$ cat config.mk
export PLATFORM = sky130hd
export DESIGN_NAME = sls_mux_scan_ctrl_v
export DESIGN_NICKNAME = d
export VERILOG_FILES = /design/src/rtl/sls_mux_scan_ctrl_v.sv
export SDC_FILE = /design/constraint.sdc
export NUM_CORES = 1
export LEC_CHECK = 0
export ABC_AREA = 0
export CELL_PAD_IN_SITES_DETAIL_PLACEMENT = 1
export CELL_PAD_IN_SITES_GLOBAL_PLACEMENT = 2
export CORE_MARGIN = 8
export CORE_UTILIZATION = 25
export DETAILED_ROUTE_END_ITERATION = 16
export PLACE_DENSITY = 0.72
export SYNTH_ARGS = -nofsm -noshare
export SYNTH_HDL_FRONTEND = slang
export SYNTH_SLANG_ARGS = --single-unit
$ cat constraint.sdc
create_clock -name clk -period 2.9 [get_ports clk]
set_clock_uncertainty 0.2 [all_clocks]
set_input_delay 0.58 -clock clk [delete_from_list [all_inputs] [get_ports clk]]
set_output_delay 0.58 -clock clk [all_outputs]
set_load 0.02 [all_outputs]
$ cat src/rtl/sls_mux_scan_ctrl_v.sv
// sls_mux_scan_ctrl_v
//   Scan controller for an n-bit 4:1 mux. It drives the mux select lines,
//   waits SETTLE cycles, captures the mux output into a holding register and
//   offers it downstream with a valid/ready handshake. Channels d0..d3 are
//   visited in order, one frame per start pulse, or back-to-back frames
//   while continuous is high.
//
// Ports
//   clk         in   rising-edge clock
//   reset       in   synchronous, active-high reset
//   start       in   begin a frame (only honoured in IDLE)
//   continuous  in   restart at channel 0 after channel 3 (sampled at that handshake)
//   f_in        in   mux output f
//   s1, s0      out  mux select (registered channel index)
//   out_data    out  captured mux word
//   out_chan    out  channel index of out_data
//   out_valid   out  out_data/out_chan valid
//   out_ready   in   downstream accept
//   busy        out  frame in progress
//   frame_done  out  one-cycle pulse after the channel-3 word is accepted
module sls_mux_scan_ctrl_v #(
  parameter int WIDTH  = 8,
  parameter int SETTLE = 2
) (
  input  logic             clk,
  input  logic             reset,
  input  logic             start,
  input  logic             continuous,
  input  logic [WIDTH-1:0] f_in,
  output logic             s1,
  output logic             s0,
  output logic [WIDTH-1:0] out_data,
  output logic [1:0]       out_chan,
  output logic             out_valid,
  input  logic             out_ready,
  output logic             busy,
  output logic             frame_done
);

  typedef enum logic [1:0] {
    S_IDLE   = 2'd0,
    S_SETTLE = 2'd1,
    S_HOLD   = 2'd2
  } state_t;

  // The counter is loaded with SETTLE-1 so that f_in is sampled exactly
  // SETTLE edges after the select lines change.
  localparam logic [3:0] CNT_INIT = 4'(SETTLE - 1);

  state_t           state_q, state_d;
  logic [1:0]       chan_q, chan_d;
  logic [3:0]       cnt_q, cnt_d;
  logic [WIDTH-1:0] data_q, data_d;
  logic [1:0]       ochan_q, ochan_d;
  logic             valid_q, valid_d;
  logic             busy_q, busy_d;
  logic             done_q, done_d;

  always_ff @(posedge clk) begin
    if (reset) begin
      state_q <= S_IDLE;
      chan_q  <= 2'd0;
      cnt_q   <= 4'd0;
      data_q  <= '0;
      ochan_q <= 2'd0;
      valid_q <= 1'b0;
      busy_q  <= 1'b0;
      done_q  <= 1'b0;
    end else begin
      state_q <= state_d;
      chan_q  <= chan_d;
      cnt_q   <= cnt_d;
      data_q  <= data_d;
      ochan_q <= ochan_d;
      valid_q <= valid_d;
      busy_q  <= busy_d;
      done_q  <= done_d;
    end
  end

  always_comb begin
    state_d = state_q;
    chan_d  = chan_q;
    cnt_d   = cnt_q;
    data_d  = data_q;
    ochan_d = ochan_q;
    valid_d = valid_q;
    busy_d  = busy_q;
    done_d  = 1'b0;

    unique case (state_q)
      S_IDLE: begin
        if (start) begin
          state_d = S_SETTLE;
          chan_d  = 2'd0;
          cnt_d   = CNT_INIT;
          busy_d  = 1'b1;
        end
      end

      S_SETTLE: begin
        if (cnt_q != 4'd0) begin
          cnt_d = cnt_q - 4'd1;
        end else begin
          data_d  = f_in;
          ochan_d = chan_q;
          valid_d = 1'b1;
          state_d = S_HOLD;
        end
      end

      S_HOLD: begin
        // valid_q is always set in HOLD, so out_ready alone marks the handshake.
        if (out_ready) begin
          valid_d = 1'b0;
          cnt_d   = CNT_INIT;
          if (chan_q != 2'd3) begin
            chan_d  = chan_q + 2'd1;
            state_d = S_SETTLE;
          end else begin
            done_d = 1'b1;
            chan_d = 2'd0;
            if (continuous) begin
              state_d = S_SETTLE;
            end else begin
              state_d = S_IDLE;
              busy_d  = 1'b0;
            end
          end
        end
      end

      default: begin
        state_d = S_IDLE;
        busy_d  = 1'b0;
        valid_d = 1'b0;
        chan_d  = 2'd0;
      end
    endcase
  end

  // Select lines come straight from the channel register, so they stay
  // stable through HOLD and drop to 00 whenever chan returns to 0.
  assign s1         = chan_q[1];
  assign s0         = chan_q[0];
  assign out_data   = data_q;
  assign out_chan   = ochan_q;
  assign out_valid  = valid_q;
  assign busy       = busy_q;
  assign frame_done = done_q;

endmodule

# Word-level counts from Yosys, hierarchy flattened

Cells that the tools add are included.

Mux-type cells: 23
Equality and inequality tests: 9
Add/subtract/negate cells: 2
Reductions and logical operators: 10
Bitwise operators: 5

Operator list:

| cell                                                 | number |
|---|---|
| != test 2 bit (second input constant)                | 7 |
| two-way mux 2 bit                                    | 6 |
| two-way mux 4 bit                                    | 3 |
| one-hot mux 2 bit (3 select lines)                   | 2 |
| one-hot mux 4 bit (3 select lines)                   | 1 |
| two-way mux 1 bit                                    | 9 |
| AND reduction 3 bit                                  | 3 |
| one-hot mux 1 bit (3 select lines)                   | 2 |
| inverter 1 bit                                       | 5 |
| AND reduction 5 bit                                  | 1 |
| AND reduction 4 bit                                  | 1 |
| nonzero test 4 bit                                   | 1 |
| subtractor 4 x 1 -> 4 bit (second input constant)    | 1 |
| nonzero test 3 bit                                   | 1 |
| OR reduction 3 bit                                   | 1 |
| adder 2 x 1 -> 2 bit (second input constant)         | 1 |
| equality test 2 x 1 -> 1 bit (second input constant) | 1 |
| equality test 2 bit (second input constant)          | 1 |
| logical NOT 2 bit                                    | 1 |
| AND reduction 2 bit                                  | 1 |

Register bits after elaboration: 21
Bits of input ports: 13

# Longest topological paths before layout

Gate-level depths: netlist of run 1.

Depth in word-level cells: 4
Mapped depth: 6

# Least setup slack after synthesis of run 1

OpenSTA, ideal clock, no wires.

Path kind: register to register
From: reg cnt_q[0]
To: reg data_q[0], in the netlist out_data[0]
Stages on the path, launching flop included: 7
Setup slack: 1.232 ns
Buffers on the path: 1
Arrival time: 1.336 ns
Path through: dfxtp_1 > inv_1 > ha_1 > or3b_2 > buf_6 > o21ai_0 > a21oi_1

Word-level cells in the longest chain between the ends: 3

RTL lines:

| what                          | line | source |
|---|---|---|
| start, declared               | 52   | `logic [3:0] cnt_q, cnt_d;` |
| start signal, assigned        | 72   | `cnt_q <= cnt_d;` |
| nonzero test 4 bit            | 102  | `if (cnt_q != 4'd0) begin` |
| inverter 1 bit (no line)      | -    |  |
| AND reduction 2 bit (no line) | -    |  |
| end signal, assigned          | 73   | `data_q <= data_d;` |
| end, declared                 | 53   | `logic [WIDTH-1:0] data_q, data_d;` |

Every way passes these cells.
A chain may end at the register's enable or synchronous reset.

# Worst setup path in the final report of run 1

From: reg chan_q[0]
To: out s0

RTL lines:

| what                   | line | source |
|---|---|---|
| start, declared        | 51   | `logic [1:0] chan_q, chan_d;` |
| start signal, assigned | 71   | `chan_q <= chan_d;` |
| end, declared          | 31   | `output logic s0,` |

No word-level cell between the ends.

==> out/metrics.cfg, run 1 <==
[timing]
final.min_clock_period_ns = 2.17
grt_setup_unrepaired = false
finalSetupViolations = 0
worst_slew_margin_rel_pct = 63.9
fin_hold_ws_ns = 0.266
fmax_mhz = 460
hold_viol_final = 0
accumulated_negative_setup_slack_ns = 0
fin_crit_sh_pct = 74.9
final_max_slew_viol_count = 0
timing_worst_slew_pin_value_ns = 0.541

[setup_path]
crit_chain = clkdlybuf4s50_1
r2r_cells = 6
critical_path_required_ns = 2.12
startpoint_type = flip-flop
buffering_stage_count_on_the_worst_path_with_inverters_included = 1
critical_path.top_delay_family = buffers and inverters
critPathArrivalTime_ns = 1.39
critical_path_cell_count = 1
critical_path_endpoint_category = primary output
crit_path_max_incr_delay_ns = 0.66
cp_max_delay_cell = sky130_fd_sc_hd__clkdlybuf4s50_1
crit_fanout = 7
critical_path_class = flip-flop to primary output

[pwr]
worst_ir_drop_on_vdd_v = 0.000373
pwr_density_cell_nw_per_um2 = 597
report.power.total_mw = 0.795
share_seq_of_total_power_pct = 43.5
leakagePower_nw = 0.464
intPower_mw = 0.522
power.share.combinational_pct = 31.9
net-switching-power_mw = 0.273
power.switching_fraction_pct = 34.3
power_frac_clock_pct = 24.6

[clock_tree]
hold_buf_count_cts = 0
tritoncts_clock_tree = done
numCtsBuffers = 3
longest_clk_path_bufs = 2
cts_max_level = 1
insertion_delay_ns = 0.26
cts-resized-gates = 0
post-cts-setup-buffer-count = 0
cts.reportedPaths.clkPinSlew_ns = 0.08
ctsRootBufferMaster = sky130_fd_sc_hd__clkbuf_8
clkSinkCount = 21

[finish]
drive_gt1_share_pct = 7.30
leading_cell_types_in_the_layout_fill_and_taps_excluded = sky130_fd_sc_hd__clkdlybuf4s50_1 (27), sky130_fd_sc_hd__dfxtp_1 (21), sky130_fd_sc_hd__a21oi_1 (17)
area.sequential_um2 = 420
fillerInstances = 433
mostFrequentLayoutCell = sky130_fd_sc_hd__clkdlybuf4s50_1
nNetsFinal = 155
area_delta_synth_final_pct = 35.7
antenna_cells_inserted = 0
final_area_um2 = 1330
number_of_standard_cells_in_the_layout_taps_in_and_fillers_out = 185
multiInputGateArea_um2 = 497

[routing]
drc_errors = 0
total_number_of_vias = 912
routed_wire_length_per_instance_um = 15.7
post_drt_via_cell_ratio = 4.93
detail-route-antenna-nets = 0
wl_final_um = 2910
detailedRoute.firstPassIterationCount = 4
drt_iter0_drc = 52

[floorplanning]
die_width_um = 78.6
start_util_pct = 26.4
fp-row-count = 22
fp.dieArea_um2 = 6180
chip_height_um = 78.6
i_o_pins = 28
core_area_um2 = 3720

[place]
numPortBuffers = 27
placed_area_um2 = 1280
dp.final_hpwl_um = 2100
place.detailed.instances = 181
gp_routability_congestion = 0.783

[grt]
vias_in_the_first_global_route = 937
globalRouteOverflowTotal = 0
antenna_found_initial = 0
grt_max_degree = 23
grt_util_all_layers_pct = 9.34
first_pass_grt_wire_length_um = 4690

[synthesis]
post-synth-top-area-fraction_pct = 42.9
yosysWarningCount = 0
synth_fp_nets = 128
post_synth_main_area_contributors = sky130_fd_sc_hd__dfxtp_1 (43%), sky130_fd_sc_hd__a21oi_1 (8.7%), sky130_fd_sc_hd__o21ai_0 (6.1%), sky130_fd_sc_hd__nand3_1 (5.6%), sky130_fd_sc_hd__ha_1 (5.1%)
avgSynthCellArea_um2 = 8.84
postSynthCellCount = 111
synth.ff_latch_count = 21
post_synth_num_cell_types = 29
synth.yosys.seq_area_share_pct = 42.9
netlist.top_cell.by_area = sky130_fd_sc_hd__dfxtp_1
syn-cell-area_um2 = 981

[worst_hold_path]
timing.hold.worst.class = flip-flop to flip-flop
timing.hold.worst_path_depth = 2

[status]
status = completed

[run]
cap_viol_max_count = 0

sequential cells by signal (all words and copies together), names as in the netlist:
| register | count |
|---|---|
| busy | 1 |
| frame_done | 1 |
| cnt_q | 4 |
| out_chan | 2 |
| chan_q | 2 |
| out_data | 8 |
| out_valid | 1 |
| state_q | 2 |
kinds of logic (layout without fill, tap and decap cells):
logic type / Yosys count / after routing / share of synthesized area, %
DFF: 21 / 21 / 42.9
and+or+nand+nor: 31 / 31 / 19.6
AOI/OAI and AO/OA: 41 / 41 / 23.7
adders and majority gates: 4 / 4 / 5.10
buffers and inverters: 12 / 38 / 6.50
muxes: 2 / 2 / 2.17
worst reg2reg max path: cells and delay by family, from the launching register on:
family / cells / cell delay [ns]
adder cells (fa/ha/maj): 1 / 0.21
flip-flops: 1 / 0.37
buffers and inverters: 2 / 0.27
AO/OA/AOI/OAI: 1 / 0.17
AND/OR/NAND/NOR: 2 / 0.70
synth_stat cells:
cell type / instances
sky130_fd_sc_hd__clkbuf_1: 3
sky130_fd_sc_hd__a31oi_1: 3
sky130_fd_sc_hd__buf_2: 3
sky130_fd_sc_hd__o21ai_0: 12
sky130_fd_sc_hd__o22ai_1: 1
sky130_fd_sc_hd__nor2b_1: 3
sky130_fd_sc_hd__ha_1: 4
sky130_fd_sc_hd__nand2_1: 3
sky130_fd_sc_hd__o32ai_1: 1
sky130_fd_sc_hd__or3_1: 1
sky130_fd_sc_hd__dfxtp_1: 21
sky130_fd_sc_hd__or3b_2: 1
sky130_fd_sc_hd__inv_1: 4
sky130_fd_sc_hd__a21oi_1: 17
sky130_fd_sc_hd__nand3b_1: 3
sky130_fd_sc_hd__o31ai_1: 1
sky130_fd_sc_hd__o21a_1: 3
sky130_fd_sc_hd__nand2b_1: 4
sky130_fd_sc_hd__mux2_2: 1
sky130_fd_sc_hd__nor3b_2: 1
sky130_fd_sc_hd__buf_6: 2
sky130_fd_sc_hd__a211oi_1: 1
sky130_fd_sc_hd__a21boi_0: 1
sky130_fd_sc_hd__and4b_1: 1
sky130_fd_sc_hd__or4_1: 2
sky130_fd_sc_hd__mux2i_1: 1
sky130_fd_sc_hd__nor3b_1: 1
sky130_fd_sc_hd__o221ai_1: 1
sky130_fd_sc_hd__nand3_1: 11
final timing paths:
kind / start / to / slack [ns]
worst min-delay path: out_valid / out_valid / 0.27
worst min register to register: out_valid / out_valid / 0.27
worst max-delay path: chan_q[0] / s0 / 0.73
worst max register to register: cnt_q[0] / cnt_q[3] / 0.91
power by group through the flow:
stage                     clock network, mW  registers (mW)  logic (mW)
after global routing                  0.212           0.352       0.279
after CTS                             0.202           0.347       0.258
after floorplan                           0           0.363       0.152
after detailed placement                  0           0.353       0.257
final                                 0.196           0.346       0.253
after global placement                    0           0.351       0.252
final cells by class:
cell class	instances	share of cell area (%)
clock buffers	3	3.10
clock inverters	1	0.376
inverters	4	1.13
multi-input cells	78	37.3
flip-flops and latches	21	31.6
well taps	48	4.51
repair buffers	30	22.0
routing by layer:
metal / share of wire (%) / vias up / wire, µm / GRT usage (%)
met1: 44 / 444 / 1290 / 10.7
met3: 4.3 / 2 / 126 / 3.53
met2: 51 / 13 / 1480 / 16.2
li1: - / 453 / - / -
met4: 0.58 / 0 / 17 / 1.67
met5: 0 / - / 0 / 0
metrics by stage:
stage	worst slack (ns)	util, %
after floorplan	1.23	-
after global placement	0.796	34.6
after detailed placement	0.770	34.6
after CTS	0.700	35.8
after global routing	0.663	35.8
final	0.727	35.8
(Power assumes the default switching activity.)
==> run 2, diff against run 1 <==
--- a/config.mk
+++ b/config.mk
@@ -9,7 +9,7 @@
 export CELL_PAD_IN_SITES_DETAIL_PLACEMENT = 1
 export CELL_PAD_IN_SITES_GLOBAL_PLACEMENT = 2
 export CORE_MARGIN = 8
-export CORE_UTILIZATION = 25
+export CORE_UTILIZATION = 24
 export DETAILED_ROUTE_END_ITERATION = 16
 export PLACE_DENSITY = 0.72
 export SYNTH_ARGS = -nofsm -noshare
==> constraint.sdc (replaced) <==
create_clock -name clk -period 1.97 [get_ports clk]
set_clock_uncertainty 0.2 [all_clocks]
set_input_delay 0.394 -clock clk [delete_from_list [all_inputs] [get_ports clk]]
set_output_delay 0.394 -clock clk [all_outputs]
set_load 0.02 [all_outputs]
==> out/metrics.cfg, run 2 (synthesis results as in run 1) <==
[finish]
leading_cell_types_in_the_layout_fill_and_taps_excluded = sky130_fd_sc_hd__clkdlybuf4s50_1 (26), sky130_fd_sc_hd__dfxtp_1 (21), sky130_fd_sc_hd__a21oi_1 (17)
flip_flop_count_of_the_largest_register_all_copies_and_words_added = 8  ; unchanged
drive_gt1_share_pct = 8.57  ; +1.3 points
antenna_cells_inserted = 0  ; unchanged
fillerInstances = 479  ; +11%
mostFrequentLayoutCell = sky130_fd_sc_hd__clkdlybuf4s50_1
nNetsFinal = 158  ; +1.9%
area_delta_synth_final_pct = 38.3
number_of_standard_cells_in_the_layout_taps_in_and_fillers_out = 190  ; +2.7%

[routing]
detail-route-antenna-nets = 0  ; unchanged
drc_errors = 0  ; unchanged
routed_wire_length_per_instance_um = 15.8  ; +0.18%
total_number_of_vias = 940  ; +3.1%
post_drt_via_cell_ratio = 4.95  ; +0.36%
wl_final_um = 3000  ; +2.9%
drt_iter0_drc = 31  ; -40%
detailedRoute.firstPassIterationCount = 3  ; -1

[setup_path]
cp_max_delay_cell = sky130_fd_sc_hd__clkdlybuf4s50_1
crit_chain = clkdlybuf4s50_1
critical_path_class = flip-flop to primary output
buffering_stage_count_on_the_worst_path_with_inverters_included = 1  ; unchanged
startpoint_type = flip-flop
crit_path_max_incr_delay_ns = 0.62  ; -0.04 ns
crit_fanout = 2  ; -5
critical_path_required_ns = 1.38  ; -0.74 ns
critical_path_endpoint_category = primary output
critPathArrivalTime_ns = 1.21  ; -0.18 ns
critical_path.top_delay_family = buffers and inverters

[clock_tree]
ctsRootBufferMaster = sky130_fd_sc_hd__clkbuf_8
tritoncts_clock_tree = done
numCtsBuffers = 3  ; unchanged
cts.reportedPaths.clkPinSlew_ns = 0.08  ; about the same
post-cts-setup-buffer-count = 0  ; unchanged
insertion_delay_ns = 0.26  ; about the same
hold_buf_count_cts = 0  ; unchanged
longest_clk_path_bufs = 2  ; unchanged
cts_max_level = 1  ; unchanged
clkSinkCount = 21  ; unchanged

[timing]
timing_worst_slew_pin_value_ns = 0.279  ; -0.262 ns
accumulated_negative_setup_slack_ns = 0  ; unchanged
worst_slew_margin_rel_pct = 80.9  ; +17 points
fin_hold_ws_ns = 0.278  ; +0.0126 ns
hold_viol_final = 0  ; unchanged
fin_crit_sh_pct = 91.8
final_max_slew_viol_count = 0  ; unchanged
fmax_mhz = 553
grt_setup_unrepaired = false
finalSetupViolations = 0  ; unchanged
final.min_clock_period_ns = 1.81

[place]
dp.final_hpwl_um = 2260  ; +7.7%
place.detailed.instances = 186  ; +2.8%
gp_routability_congestion = 0.694  ; -11%
numPortBuffers = 27  ; unchanged

[pwr]
worst_ir_drop_on_vdd_v = 0.000278  ; -26%
pwr_density_cell_nw_per_um2 = 877  ; +47%
leakagePower_nw = 0.482  ; +3.8%

[floorplanning]
die_width_um = 79.9  ; +1.6%
fp-row-count = 23  ; +4.5%
start_util_pct = 24.7  ; -1.7 points
core_area_um2 = 3970  ; +6.9%
i_o_pins = 28  ; unchanged
chip_height_um = 79.9  ; +1.6%
fp.dieArea_um2 = 6390  ; +3.3%

[grt]
grt_util_all_layers_pct = 9.91  ; +0.57 points
globalRouteOverflowTotal = 0  ; unchanged
vias_in_the_first_global_route = 1033  ; +10%
grt_max_degree = 23  ; unchanged
gr-usage-met2_pct = 17.2  ; +1.1 points
antenna_found_initial = 0  ; unchanged
grt_most_used_layer = met2
grt_use_met1_pct = 11.0  ; +0.21 points
globalRouteMet3Util_pct = 1.69  ; -1.8 points
first_pass_grt_wire_length_um = 5040  ; +7.4%

[worst_hold_path]
timing.hold.worst.class = flip-flop to flip-flop

[status]
status = completed

[run]
cap_viol_max_count = 0  ; unchanged

==> run 2: cell count changes in the layout (fill, tap and decap cells not counted), sizes merged <==
cell           delta
clkbuf            +1
dlygate4sd2       +1
buf               +3
clkdlybuf4s50     -1
clkinv            -1
==> run 2: worst reg2reg max path: stages, from the launching register on <==
cell and delay (ns):
sky130_fd_sc_hd__dfxtp_1 0.38, sky130_fd_sc_hd__inv_1 0.08, sky130_fd_sc_hd__ha_1 0.22, sky130_fd_sc_hd__nor3b_2 0.18, sky130_fd_sc_hd__or4_1 0.50, sky130_fd_sc_hd__a31oi_1 0.18
==> run 2: routing by layer <==
metal,wire (µm),part of all wire (%),vias up
li1,-,-,462
met1,1330,44,466
met2,1530,51,8
met3,65,2.2,4
met4,67,2.2,0
met5,0,0,-
==> run 2: layout make-up <==
class | count | area (µm²) | area share (%)
Sequential cell | 21 | 420 | 31.0
Timing Repair Buffer | 33 | 314 | 23.2
Multi-Input combinational cell | 78 | 499 | 36.8
Inverter | 4 | 15.0 | 1.11
Tap cell | 50 | 62.6 | 4.61
Clock buffer | 4 | 45.0 | 3.32
==> run 2: where the power goes <==
part	leakage, nW	internal (mW)	switching (mW)	total [mW]
clock network	0.0228	0.144	0.142	0.286
logic	0.288	0.173	0.227	0.401
registers	0.171	0.469	0.0334	0.502
total	0.482	0.787	0.403	1.19
==> run 2: final timing paths <==
path,startpoint,endpoint,cells past startpoint,slack (ns)
min,out_valid,out_valid,2,0.28
min reg2reg,out_valid,out_valid,2,0.28
max reg2reg,cnt_q[0],cnt_q[3],5,0.16
max,out_data[3],out_data[3],1,0.16
==> run 2: through the flow <==
stage | util, % | setup WS [ns] | instance area [µm²] | total power, mW
2_1_floorplan | - | 0.302 | 981 | 0.758
3_3_place_gp | 33.0 | 0.0994 | 1310 | 0.899
3_5_place_dp | 33.0 | 0.0322 | 1310 | 0.910
4_1_cts | 34.1 | 0.105 | 1350 | 1.19
5_1_grt | 34.2 | 0.0641 | 1360 | 1.26
6_report | 34.2 | 0.161 | 1360 | 1.19
==> run 2: timing repair <==
action                     4_1_cts  5_1_grt
pin swaps                        0        0
gates resized for setup          1        1
gates cloned                     0        0
setup endpoints to repair        1        3
==> run 3, diff against run 2 <==
--- a/config.mk
+++ b/config.mk
@@ -9,9 +9,10 @@
 export CELL_PAD_IN_SITES_DETAIL_PLACEMENT = 1
 export CELL_PAD_IN_SITES_GLOBAL_PLACEMENT = 2
 export CORE_MARGIN = 8
-export CORE_UTILIZATION = 24
+export CORE_UTILIZATION = 25
+export CTS_BUF_LIST = sky130_fd_sc_hd__clkbuf_4 sky130_fd_sc_hd__clkbuf_8
 export DETAILED_ROUTE_END_ITERATION = 16
-export PLACE_DENSITY = 0.72
+export PLACE_DENSITY = 0.75
 export SYNTH_ARGS = -nofsm -noshare
 export SYNTH_HDL_FRONTEND = slang
 export SYNTH_SLANG_ARGS = --single-unit
==> out/metrics.cfg, run 3 (synthesis results as in run 1) <==
[place]
place.detailed.instances = 184  ; -1.1%
place_worst_setup_slack_ns = 0.0125  ; -0.0197 ns
gp_routability_congestion = 0.730  ; +5.2%
placed_area_um2 = 1310  ; -0.19%
numPortBuffers = 27  ; unchanged
dp.final_hpwl_um = 2120  ; -6.0%

[timing]
fin_crit_sh_pct = 92.6  ; +0.83 points
worst_slew_margin_rel_pct = 79.8  ; -1.1 points
accumulated_negative_setup_slack_ns = 0  ; unchanged
final_max_slew_viol_count = 0  ; unchanged
finalSetupViolations = 0  ; unchanged
grt_setup_unrepaired = false
final.setup.worst_slack_ns = 0.145  ; -0.0163 ns
final.min_clock_period_ns = 1.83  ; +0.0163 ns
timing_worst_slew_pin_value_ns = 0.303  ; +0.0239 ns
fin_hold_ws_ns = 0.262  ; -0.0161 ns
hold_viol_final = 0  ; unchanged
fmax_mhz = 548  ; -0.89%

[setup_path]
crit_fanout = 2  ; unchanged
critical_path_endpoint_category = primary output
critPathArrivalTime_ns = 1.23  ; +0.02 ns
critical_path_required_ns = 1.38  ; about the same
cp-startpoint = out_chan[0]
critical_path.top_delay_family = buffers and inverters
crit_path_max_incr_delay_ns = 0.62  ; about the same
crit_chain = clkdlybuf4s50_1
cp_max_delay_cell = sky130_fd_sc_hd__clkdlybuf4s50_1
startpoint_type = flip-flop
r2r_start = cnt_q[0]
buffering_stage_count_on_the_worst_path_with_inverters_included = 1  ; unchanged
critical_path_class = flip-flop to primary output

[grt]
first_pass_grt_wire_length_um = 4860  ; -3.6%
vias_in_the_first_global_route = 1006  ; -2.6%
antenna_found_initial = 0  ; unchanged
globalRouteOverflowTotal = 0  ; unchanged
grt_max_degree = 23  ; unchanged
grt_util_all_layers_pct = 9.71  ; -0.20 points

[worst_hold_path]
timing.hold.worst.class = flip-flop to flip-flop
holdCritStartpoint = out_valid

[floorplanning]
i_o_pins = 28  ; unchanged
die_width_um = 78.6  ; -1.6%
fp-row-count = 22  ; -4.3%
fp.dieArea_um2 = 6180  ; -3.2%
chip_height_um = 78.6  ; -1.6%
core_area_um2 = 3720  ; -6.4%
start_util_pct = 26.4  ; +1.7 points

[pwr]
report.power.total_mw = 1.18  ; -0.46%
worst_ir_drop_on_vdd_v = 0.000291  ; +4.9%
leakagePower_nw = 0.498  ; +3.3%
intPower_mw = 0.779  ; -1.0%
net-switching-power_mw = 0.405  ; +0.60%
power.switching_fraction_pct = 34.2  ; +0.36 points
power_frac_clock_pct = 25.0  ; +1.0 points
power.share.combinational_pct = 32.1  ; -1.6 points
share_seq_of_total_power_pct = 42.9  ; +0.6 points
pwr_density_cell_nw_per_um2 = 873  ; -0.46%

[routing]
drt_iter0_drc = 22  ; -29%
wl_final_um = 2850  ; -4.8%
routed_wire_length_per_instance_um = 15.2  ; -3.8%
detailedRoute.firstPassIterationCount = 3  ; unchanged
detail-route-antenna-nets = 0  ; unchanged
total_number_of_vias = 931  ; -0.96%
post_drt_via_cell_ratio = 4.95  ; about the same
drc_errors = 0  ; unchanged

[clock_tree]
longest_clk_path_bufs = 2  ; unchanged
post-cts-setup-buffer-count = 0  ; unchanged
cts_max_level = 1  ; unchanged
tritoncts_clock_tree = done
numCtsBuffers = 3  ; unchanged
hold_buf_count_cts = 0  ; unchanged
clkSinkCount = 21  ; unchanged
cts.reportedPaths.clkPinSlew_ns = 0.08  ; about the same
ctsRootBufferMaster = sky130_fd_sc_hd__clkbuf_8
insertion_delay_ns = 0.27  ; about the same
cts-resized-gates = 0  ; -1

[status]
status = completed

[finish]
final_area_um2 = 1360  ; unchanged
mostFrequentLayoutCell = sky130_fd_sc_hd__clkdlybuf4s50_1
number_of_standard_cells_in_the_layout_taps_in_and_fillers_out = 188  ; -1.1%
leading_cell_types_in_the_layout_fill_and_taps_excluded = sky130_fd_sc_hd__clkdlybuf4s50_1 (26), sky130_fd_sc_hd__dfxtp_1 (21), sky130_fd_sc_hd__a21oi_1 (17)
flip_flop_count_of_the_largest_register_all_copies_and_words_added = 8  ; unchanged
fin_util_pct = 36.5  ; +2.3 points
area_delta_synth_final_pct = 38.3  ; unchanged
drive_gt1_share_pct = 9.29  ; +0.71 points
nNetsFinal = 158  ; unchanged
antenna_cells_inserted = 0  ; unchanged

[run]
cap_viol_max_count = 0  ; unchanged

run 3: area by class of cell:
type	count	area, µm²
Clock inverter	1	5.00
Multi-Input combinational cell	78	497
Timing Repair Buffer	33	318
Fill cell	440	2360
Clock buffer	3	41.3
Sequential cell	21	420
Tap cell	48	60.1
Inverter	4	15.0
run 3: power by group through the flow:
stage	Sequential, mW	Combinational [mW]	Clock (mW)
2_1_floorplan	0.534	0.224	0
3_3_place_gp	0.516	0.381	0
3_5_place_dp	0.518	0.387	0
4_1_cts	0.508	0.389	0.314
5_1_grt	0.517	0.420	0.333
6_report	0.508	0.380	0.296
run 3: per-layer routing:
metal  GRT usage, %  share of wire (%)
met2           16.8                 52
met4           5.00                2.0
met3           2.28                2.2
met5              0                  0
met1           10.8                 44
run 3: path summary, 6_finish.rpt:
path	to	slack (ns)	cells past startpoint
max	out_chan[0]	0.14	1
min	out_valid	0.26	2
max reg2reg	cnt_q[2]	0.14	5
min reg2reg	out_valid	0.26	2
==> patch: new RTL, flow settings as in run 2 <==
Reset style: asynchronous (`reset`), changed in one clocked block. Comments in the files are not updated.
--- a/src/rtl/sls_mux_scan_ctrl_v.sv
+++ b/src/rtl/sls_mux_scan_ctrl_v.sv
@@ -57,5 +57,5 @@
   logic             done_q, done_d;
 
-  always_ff @(posedge clk) begin
+  always_ff @(posedge clk or posedge reset) begin
     if (reset) begin
       state_q <= S_IDLE;
Function: differs if reset is asserted again (counterexample within 4 cycles, from zero or initial values and one cycle with reset high); with reset held inactive, the same outputs for 10 cycles.
==> patch against run 2 <==
  * Cell count is 11% lower
  * Area after synthesis is 3.1% higher
  * Worst setup slack worse by 0.095 ns
  * Design area is 4.6% higher
  * Wire length is 19% lower
  * Critical path depth stayed put
  * Sequential cell count stayed put
  * Synthesized cell count is 23% lower
  * Global-route usage is 2.2 points lower
Power is not compared: it rests on default switching activity, and its combinational part moved more than twofold at a synthesized area within 25%.
==> patch: results (changes against run 2) <==
Global routing
- global-route wire length before repair: 4.036 mm, -20%
- vias in the first global route: 798, -23%
- largest net degree at the start of global routing: 22, -4.3%
- total global-route track usage: 7.745%, -2.2 points

Worst setup path
- worst endpoint data arrival time: 1.31 ns, +0.10 ns
- delay of the slowest cell on the worst path: 0.64 ns, +0.02 ns
- largest fanout on the critical path: 5, +3

Logic synthesis
- async set-reset flop share out of synthesis: 100.0%, +100 points
- top cells by area, synth: dfrtp_1, mux2_4, o21ai_0
- count of distinct cell types in the synthesized netlist: 26, -10%
- mapped cell area: 1011 sq um, +3.1%
- sequential-to-total area share from yosys stat: 51.98%, +9.1 points
- cells after synthesis: 85, -23%
- synthesized netlist net count: 101, -21%
- commonest cells in the synthesized netlist: dfrtp_1, mux2_4, nand2_1, o21ai_0, inv_1

Route
- drt via density: 4.503, -9.0%
- iteration-0 DRC count of the detailed router: 27, -13%
- Wirelength per Cell: 14.40 um, -8.7%
- iteration count of the initial detailed-routing pass: 4, +1
- total number of vias: 761, -19%

Clocking
- depth of the CTS H-tree: 1, unchanged
- clock insertion delay at the later pin of the skew report: 0.25 ns

Placed design
- DP HPWL: 1.860 mm, -18%
- cell count after placement: 165, -11%
- post-placement worst setup slack: 0.1043 ns, +0.07203 ns
- placed standard-cell area: 1370 sq um, +4.6%

Layout
- number of nets in the final layout: 136, -14%
- ratio of cells with drive above 1 in the final layout: 18.49%, +9.9 points

Min path
- type of the most critical hold path: in -> async

Outcome
- outcome: finished clean

STA
- slew at the pin closest to its max-slew limit: 0.3257 ns, +0.04649 ns
- Final Hold Vio Count: 0, unchanged

[patch: cell types whose count changed in the layout (fill, tap and decap cells not counted), moves of 3 or more]
cell,change
nand3_1,-11
nand2b_1,-4
nand2_1,+5
mux2_4,+8
nor2_1,+3
dfxtp_1,-21
dfrtp_1,+21
a31oi_1,-3
a21oi_1,-16
o21ai_0,-4
[patch: cell type report]
cell class	count	area (sq um)
Tap cell	50	62.56
Clock buffer	3	41.29
Timing Repair Buffer	33	317.8
Clock inverter	1	5.005
Inverter	6	22.52
Fill cell	461	2610
Sequential cell	21	525.5
Multi-Input combinational cell	55	444.2
[patch: worst reg2reg max path, delay by kind of cell, from the launching register on]
family,cells,cell delay [ns]
and+or+nand+nor,2,0.31
buffers and inverters,2,0.31
muxes,1,0.32
adders and majority gates,1,0.19
DFF,1,0.42
[patch: cell families (layout without fill, tap and decap cells)]
group | Yosys count | after routing | share of synthesized area (%)
simple gates | 22 | 22 | 12.87
fa+ha+maj | 3 | 3 | 3.713
compound gates | 17 | 17 | 10.27
mux | 13 | 13 | 17.08
buf+inv | 9 | 43 | 4.084
flops | 21 | 21 | 51.98
[patch: layer usage]
metal | up-vias | global-route usage, % | wire, um
li1 | 366 | - | -
met1 | 369 | 9.257 | 1081
met2 | 24 | 12.35 | 1091
met3 | 2 | 2.428 | 224
met4 | 0 | 3.750 | 37
met5 | - | 0 | 0
[patch: power by group through the flow]
| stage | Clock [W] | Combinational [W] | Sequential, W |
|---|---|---|---|
| global placement | 0 | 0.00116 | 0.000778 |
| floorplan | 0 | 0.000625 | 0.000881 |
| global route | 0.000311 | 0.00128 | 0.000809 |
| CTS | 0.000292 | 0.00119 | 0.000782 |
| finish | 0.000278 | 0.00116 | 0.000777 |
| detailed placement | 0 | 0.00118 | 0.000790 |
[patch: what timing repair did]
action,in CTS,in global routing
resized for setup,0,1
setup endpoints to repair,0,1
buffers inserted,0,0
hold buffers,0,0
[patch: final timing paths]
kind,from,end,slack [ns],depth (start not counted)
worst min register to register,out_valid$_DFFE_PP0P_,out_valid$_DFFE_PP0P_,0.29,2
worst max register to register,cnt_q[0]$_DFFE_PP0P_,out_data[6]$_DFFE_PP0P_,0.12,6
min in group clk,out_valid$_DFFE_PP0P_,out_valid$_DFFE_PP0P_,0.29,2
max in group asynchronous,reset,state_q[1]$_DFFE_PP0P_,1.09,3
worst max-delay path,chan_q[1]$_DFFE_PP0P_,s1,0.07,1
worst min-delay path,reset,busy$_DFFE_PP0P_,0.27,3
